File: config.mk
export PLATFORM = sky130hd
export DESIGN_NAME = output_port_fifo
export DESIGN_NICKNAME = d
export VERILOG_FILES = /design/src/rtl/output_port_fifo.sv
export SDC_FILE = /design/constraint.sdc
export NUM_CORES = 1
export LEC_CHECK = 0
export ABC_AREA = 1
export ABC_CLOCK_PERIOD_IN_PS = 5300
export CAP_MARGIN = 20
export CORE_MARGIN = 5
export CORE_UTILIZATION = 60
export CTS_BUF_LIST = sky130_fd_sc_hd__clkbuf_2 sky130_fd_sc_hd__clkbuf_4 sky130_fd_sc_hd__clkbuf_8
export DETAILED_ROUTE_END_ITERATION = 10
export GPL_TIMING_DRIVEN = 0
export PLACE_DENSITY = 0.87
export SYNTH_ARGS = -nofsm -noshare
export SYNTH_HDL_FRONTEND = slang
export SYNTH_SLANG_ARGS = --single-unit
File: constraint.sdc
create_clock -name CLK -period 5.3 [get_ports CLK]
set_input_delay 1.06 -clock CLK [delete_from_list [all_inputs] [get_ports CLK]]
set_output_delay 1.06 -clock CLK [all_outputs]
set_load 0.01 [all_outputs]
File: src/rtl/output_port_fifo.sv
`default_nettype none
// ============================================================================
//  Module      : output_port_fifo
//  Description : First-word-fall-through output queue between the datapath
//                controller (writer) and a downstream consumer. Flags are
//                derived from registered state only; writes while full are
//                dropped and latched in a sticky overflow flag.
//  Revision    : 1.0 - initial release
// ============================================================================
module output_port_fifo #(
    parameter int WIDTH = 16,
    parameter int DEPTH = 4
) (
    input  logic                       CLK,
    input  logic                       reset,
    input  logic                       wr_en,
    input  logic [WIDTH-1:0]           wr_data,
    output logic                       full,
    output logic                       stall,
    output logic [WIDTH-1:0]           out_data,
    output logic                       out_valid,
    input  logic                       out_ready,
    output logic [$clog2(DEPTH):0]     count,
    output logic                       overflow
);

    localparam int               C_AW         = $clog2(DEPTH);
    localparam logic [C_AW:0]    C_FULL_COUNT = (C_AW + 1)'(DEPTH);
    localparam logic [C_AW-1:0]  C_PTR_ONE    = C_AW'(1);
    localparam logic [C_AW:0]    C_CNT_ONE    = (C_AW + 1)'(1);

    logic [WIDTH-1:0] r_mem [DEPTH];
    logic [C_AW-1:0]  r_wr_ptr;
    logic [C_AW-1:0]  r_rd_ptr;
    logic [C_AW:0]    r_count;
    logic             r_overflow;

    logic             w_full;
    logic             w_empty;
    logic             w_push;
    logic             w_pop;

    // Status flags come purely from the registered occupancy count.
    always_comb begin
        w_full  = (r_count == C_FULL_COUNT);
        w_empty = (r_count == '0);
    end

    // A push is refused whenever the queue is full, even if a pop frees a
    // slot in the same cycle; the writer sees stall and retries next cycle.
    always_comb begin
        w_push = wr_en & ~w_full;
        w_pop  = ~w_empty & out_ready;
    end

    // Storage array: written on push only, never cleared by reset.
    always_ff @(posedge CLK) begin
        if (w_push && !reset) begin
            r_mem[r_wr_ptr] <= wr_data;
        end
    end

    // Pointers, occupancy and sticky overflow; reset discards queued data.
    always_ff @(posedge CLK) begin
        if (reset) begin
            r_wr_ptr   <= '0;
            r_rd_ptr   <= '0;
            r_count    <= '0;
            r_overflow <= 1'b0;
        end else begin
            if (w_push) begin
                r_wr_ptr <= r_wr_ptr + C_PTR_ONE;
            end
            if (w_pop) begin
                r_rd_ptr <= r_rd_ptr + C_PTR_ONE;
            end
            case ({w_push, w_pop})
                2'b10:   r_count <= r_count + C_CNT_ONE;
                2'b01:   r_count <= r_count - C_CNT_ONE;
                default: r_count <= r_count;
            endcase
            if (wr_en && w_full) begin
                r_overflow <= 1'b1;
            end
        end
    end

    // Output mapping; out_data is the head entry straight from storage.
    always_comb begin
        full      = w_full;
        stall     = w_full;
        out_valid = ~w_empty;
        count     = r_count;
        overflow  = r_overflow;
        out_data  = r_mem[r_rd_ptr];
    end

endmodule
`default_nettype wire

Word-level counts from Yosys, hierarchy flattened
Memory sizes are Yosys's and may differ from the RTL's. A register that Yosys moved wholly into a read port is not among the register bits.
Index checks and enable logic that the tools add are counted.
{"block": "totals", "in_bits": 20, "ram_bits": 64, "register_bits": 8, "out_inout_bits": 23, "mem_count": 1}
{"block": "classes", "n_eq_ne": 3, "n_reduce_logical": 5, "addsub": 4, "bitwise_logic": 4, "mux": 5}
{"memory": "r_mem", "depth": 4, "width": 16, "read_ports": 1, "rd_clocked_by_memory_dff": 1, "wr": 1, "line_no": "32", "source": "logic [WIDTH-1:0] r_mem [DEPTH];"}
{"op": "one-hot mux 3 bit (2 select lines)", "n": 1}
{"op": "adder 2 x 1 -> 2 bit (second input constant)", "n": 2}
{"op": "two-way mux 2 bit", "n": 2}
{"op": "adder 3 x 1 -> 3 bit (second input constant)", "n": 1}
{"op": "equality test 3 bit (second input constant)", "n": 1}
{"op": "zero test 3 bit", "n": 1}
{"op": "subtractor 3 x 1 -> 3 bit (second input constant)", "n": 1}
{"op": "bitwise AND 1 bit", "n": 2}
{"op": "equality test 2 x 1 -> 1 bit (second input constant)", "n": 1}
{"op": "equality test 2 bit (second input constant)", "n": 1}
{"op": "logical AND 1 bit", "n": 2}
{"op": "two-way mux 1 bit", "n": 2}
{"op": "NOT 1 bit", "n": 2}
{"op": "nonzero test 2 bit", "n": 1}
{"op": "zero test 1 bit", "n": 1}

Longest topological paths before layout
{"block": "depth", "ltp_word": 6, "ltp_mapped": 14}

Least setup slack after synthesis
Ideal clock, no wire load.
{"block": "synth_timing", "path_type": "input port to flip-flop", "startpoint": "input port wr_en", "endpoint": "register r_count[2] (netlist: count[2])", "t_arrival_ps": 2110, "n_path_buf": 0, "slack_ps": 3078, "stages": 12, "required_time_ps": 5187, "path_cell_list": "inv_1 > nor2_4 > inv_1 > ha_1 > inv_2 > fa_1 > inv_1 > nand2_1 > nand3_1 > nand2_1 > nand2_1 > nor2_1"}
{"block": "synth_via", "elab_chain_len": 3, "elab_cells_between_ends": 5}
{"element": "from (decl)", "line_no": "16", "source": "input logic wr_en,"}
{"element": "bitwise AND 1 bit (*)", "line_no": "52", "source": "w_push = wr_en & ~w_full;"}
{"element": "equality test 2 x 1 -> 1 bit / equality test 2 bit (equally long branches)", "line_no": "77", "source": "case ({w_push, w_pop})"}
{"element": "one-hot mux 3 bit (2 select lines) / nonzero test 2 bit (equally long branches)"}
{"element": "to (signal assigned)", "line_no": "78", "source": "2'b10: r_count <= r_count + C_CNT_ONE;"}
{"element": "to (signal assigned)", "line_no": "79", "source": "2'b01: r_count <= r_count - C_CNT_ONE;"}
{"element": "to (signal assigned)", "line_no": "80", "source": "default: r_count <= r_count;"}
{"element": "to (decl)", "line_no": "35", "source": "logic [C_AW:0] r_count;"}
Every way passes the cells marked *; elsewhere a longest branch is shown, timed or not.
A chain may end at the register's enable or synchronous reset.

==> flow_summary.toml <==
[outcome]
status = "finished, final reports clean"

[clocking]
cts_resized = 0
cts_buffers = 9
ctsHtreeMaxLevel = 3
cts.path.max_buffers = 2
cts_tree = "built"
clk_pin_slew_ps = 70
cts_setup_buffers = 0
worst_skew_pair.late_latency_ps = 340
clock_sinks = 74
cts_hold_buf = 0
cts-root-buf = "clkbuf_8"

[sta]
fmax_mhz = 334
min_period_over_period_pct = 56.4
slew_headroom_pct = 36.6
skew_ps = 9.44
setup_ws_ps = 2310
tns_ps = 0
tightest_slew_ps = 949
hold_viol = 0
slew_viol_final = 0
hold_slack_ps = 463
rsz0062_at_grt = "no"
period_needed_ps = 2990
finalSetupViolCount = 0

[cells_and_area]
drive_gt1_share_pct = 17.9
diodes = 0
fin_nets = 311
synthToLayoutAreaGrowth_pct = 22.4

[detailed_routing]
drc = 0
vias = 1916
routed_via_density = 5.37
firstDrtPassIters = 4
drt_iter0_drc = 155
wl_per_cell_um = 16.5
ant_nets = 0
postRouteWirelength_mm = 5.88

[synth]
ys_seq_area_share_pct = 70.5
synthTopCellsByArea = "edfxtp_1 64%, dfxtp_1 6.7%, nor2_1 4.9%"
synth_area_leader_cell = "edfxtp_1"
ys.warnings.count = 0
synth_edf_count = 64
synth_cell_type_count = 23
synth_area_mm2 = 0.00301
async_flop_share_pct = 0
synth_ff_type = "edfxtp_1"
yosysMostFrequentCell = "edfxtp_1"
avgSynthCellArea_um2 = 13.0
postSynthCellCount = 232
synth_top_area_share_pct = 63.9
syn_nets = 258
synth_common_cells = "64 x edfxtp_1, 39 x nor2_1, 20 x o21ai_1, 16 x o22ai_1, 15 x inv_1"
ys_ff_latch = 74

[critical_path]
slowest_delay_ps = 570
critPathCaptureType = "output pin"
crit_path_max_fanout = 10
worstPathRequired_ps = 4240
critical_path_class = "reg2out"
critPathSlowestCell = "clkdlybuf4s50_1"
crit_buf_inv = 3
crit_path_cell_trace = "inv_2 -> buf_6 -> o21ai_2 -> o22ai_1 -> clkdlybuf4s50_1"
worst_setup_path_start_kind = "register"
r2r_start = "count[1]"
path_delay_family = "buffers and inverters"
cp.arrival_ps = 1930

[grt]
antenna_found_initial = 0
grt_max_degree = 17
gr-usage-all-layers_pct = 20.1
grt_overflow = 0
grt_pass1_wl_mm = 9.34
grt_pass1_vias = 1921

[placement]
port_buffers = 42
hpwl_mm = 3.75
post-place-ws_ps = 2260
place.gp.congestion = 0.728

[floorplanning]
die_h_um = 80.8
core_mm2 = 0.00479
num_io_pins = 43
num_rows = 25
initial_utilization_pct = 62.8
die_x_um = 80.8
die_area_mm2 = 0.00653

[pwr]
powerDensity_mw_per_mm2 = 440
p_leak_nw = 1.33
peakVddDrop_v = 0.000338

[worst_hold_path]
hold_path_startpoint = "overflow"
hp-class = "reg2reg"

[flow_run]
maxCapViolations = 0
==> worst reg2reg max path, cell delays in order (launching register included) <==
cell and delay (ps):
dfxtp_1 420, nor2_4 80, nand2_4 90, inv_2 60
nor2_4 110, nand2_4 80, nor2_2 720
==> path summary, 6_finish.rpt <==
| path | endpoint | slack [ps] | cells past startpoint |
|---|---|---|---|
| worst max-delay path | out_data[4] | 2310 | 5 |
| worst min-delay path | overflow | 460 | 1 |
| worst max register to register | r_mem[3][14] | 3360 | 6 |
| worst min register to register | overflow | 460 | 1 |
==> where the power goes <==
group          switching [mW]  internal (mW)  total [mW]  leakage [nW]
clock network           0.197          0.179       0.376        0.0899
registers              0.0343          0.680       0.714         0.663
logic                   0.284          0.246       0.530         0.577
total                   0.516           1.10        1.62          1.33
==> per-layer routing <==
metal | vias up | track usage, % | wire, um
met5 | - | 0 | 0
met4 | 0 | 9.12 | 38
met3 | 4 | 4.55 | 500
met1 | 906 | 24.0 | 2270
li1 | 928 | - | -
met2 | 78 | 34.8 | 3070
==> sequential cells by signal (all words and copies together), names as in the netlist, named ones only <==
signal / cells
r_mem: 64
r_wr_ptr: 2
overflow: 1
count: 3
r_rd_ptr: 2
==> cell families (layout without fill, tap and decap cells) <==
group | Yosys count | count (layout) | share of synthesized area [%]
DFF | 74 | 74 | 70.5
and+or+nand+nor | 66 | 66 | 10.1
AOI/OAI and AO/OA | 56 | 56 | 11.3
buffers and inverters | 30 | 88 | 5.28
adders and majority gates | 6 | 6 | 2.75
==> layout by cell type, fill, tap and decap left out <==
master and instances:
a21oi_1 5, buf_2 1, buf_4 4, buf_6 4, clkbuf_4 2, clkbuf_8 9, clkdlybuf4s50_1 42, clkinv_2 3
clkinv_4 1, clkinvlp_4 1, dfxtp_1 10, edfxtp_1 64, fa_1 1, ha_1 5, inv_1 15, inv_2 6
nand2_1 11, nand2_2 2, nand2_4 2, nand3_1 4, nand3b_1 1, nor2_1 39, nor2_2 5, nor2_4 2
o21a_1 1, o21ai_0 4, o21ai_1 20, o21ai_2 10, o22ai_1 16
==> layout make-up <==
class	instances	area (um2)
sequential	74	2120
fill	284	1100
multi-input combinational	128	727
timing repair buffer	42	420
clock buffer	11	139
tap	67	83.8
buffer	9	80.1
inverter	21	78.8
clock inverter	5	31.3
==> through the flow <==
stage | area [um2] | instances | utilization (%) | total power, mW
final | 3680 | 357 | 76.9 | 1.62
after global routing | 3680 | 357 | 76.9 | 1.71
after CTS | 3680 | 357 | 76.9 | 1.63
after detailed placement | 3510 | 341 | 73.4 | 1.26
after global placement | 3510 | 341 | 73.4 | 1.24
after floorplan | 3010 | 232 | - | 1.02
Note: power is estimated with default switching activity, not from simulation.
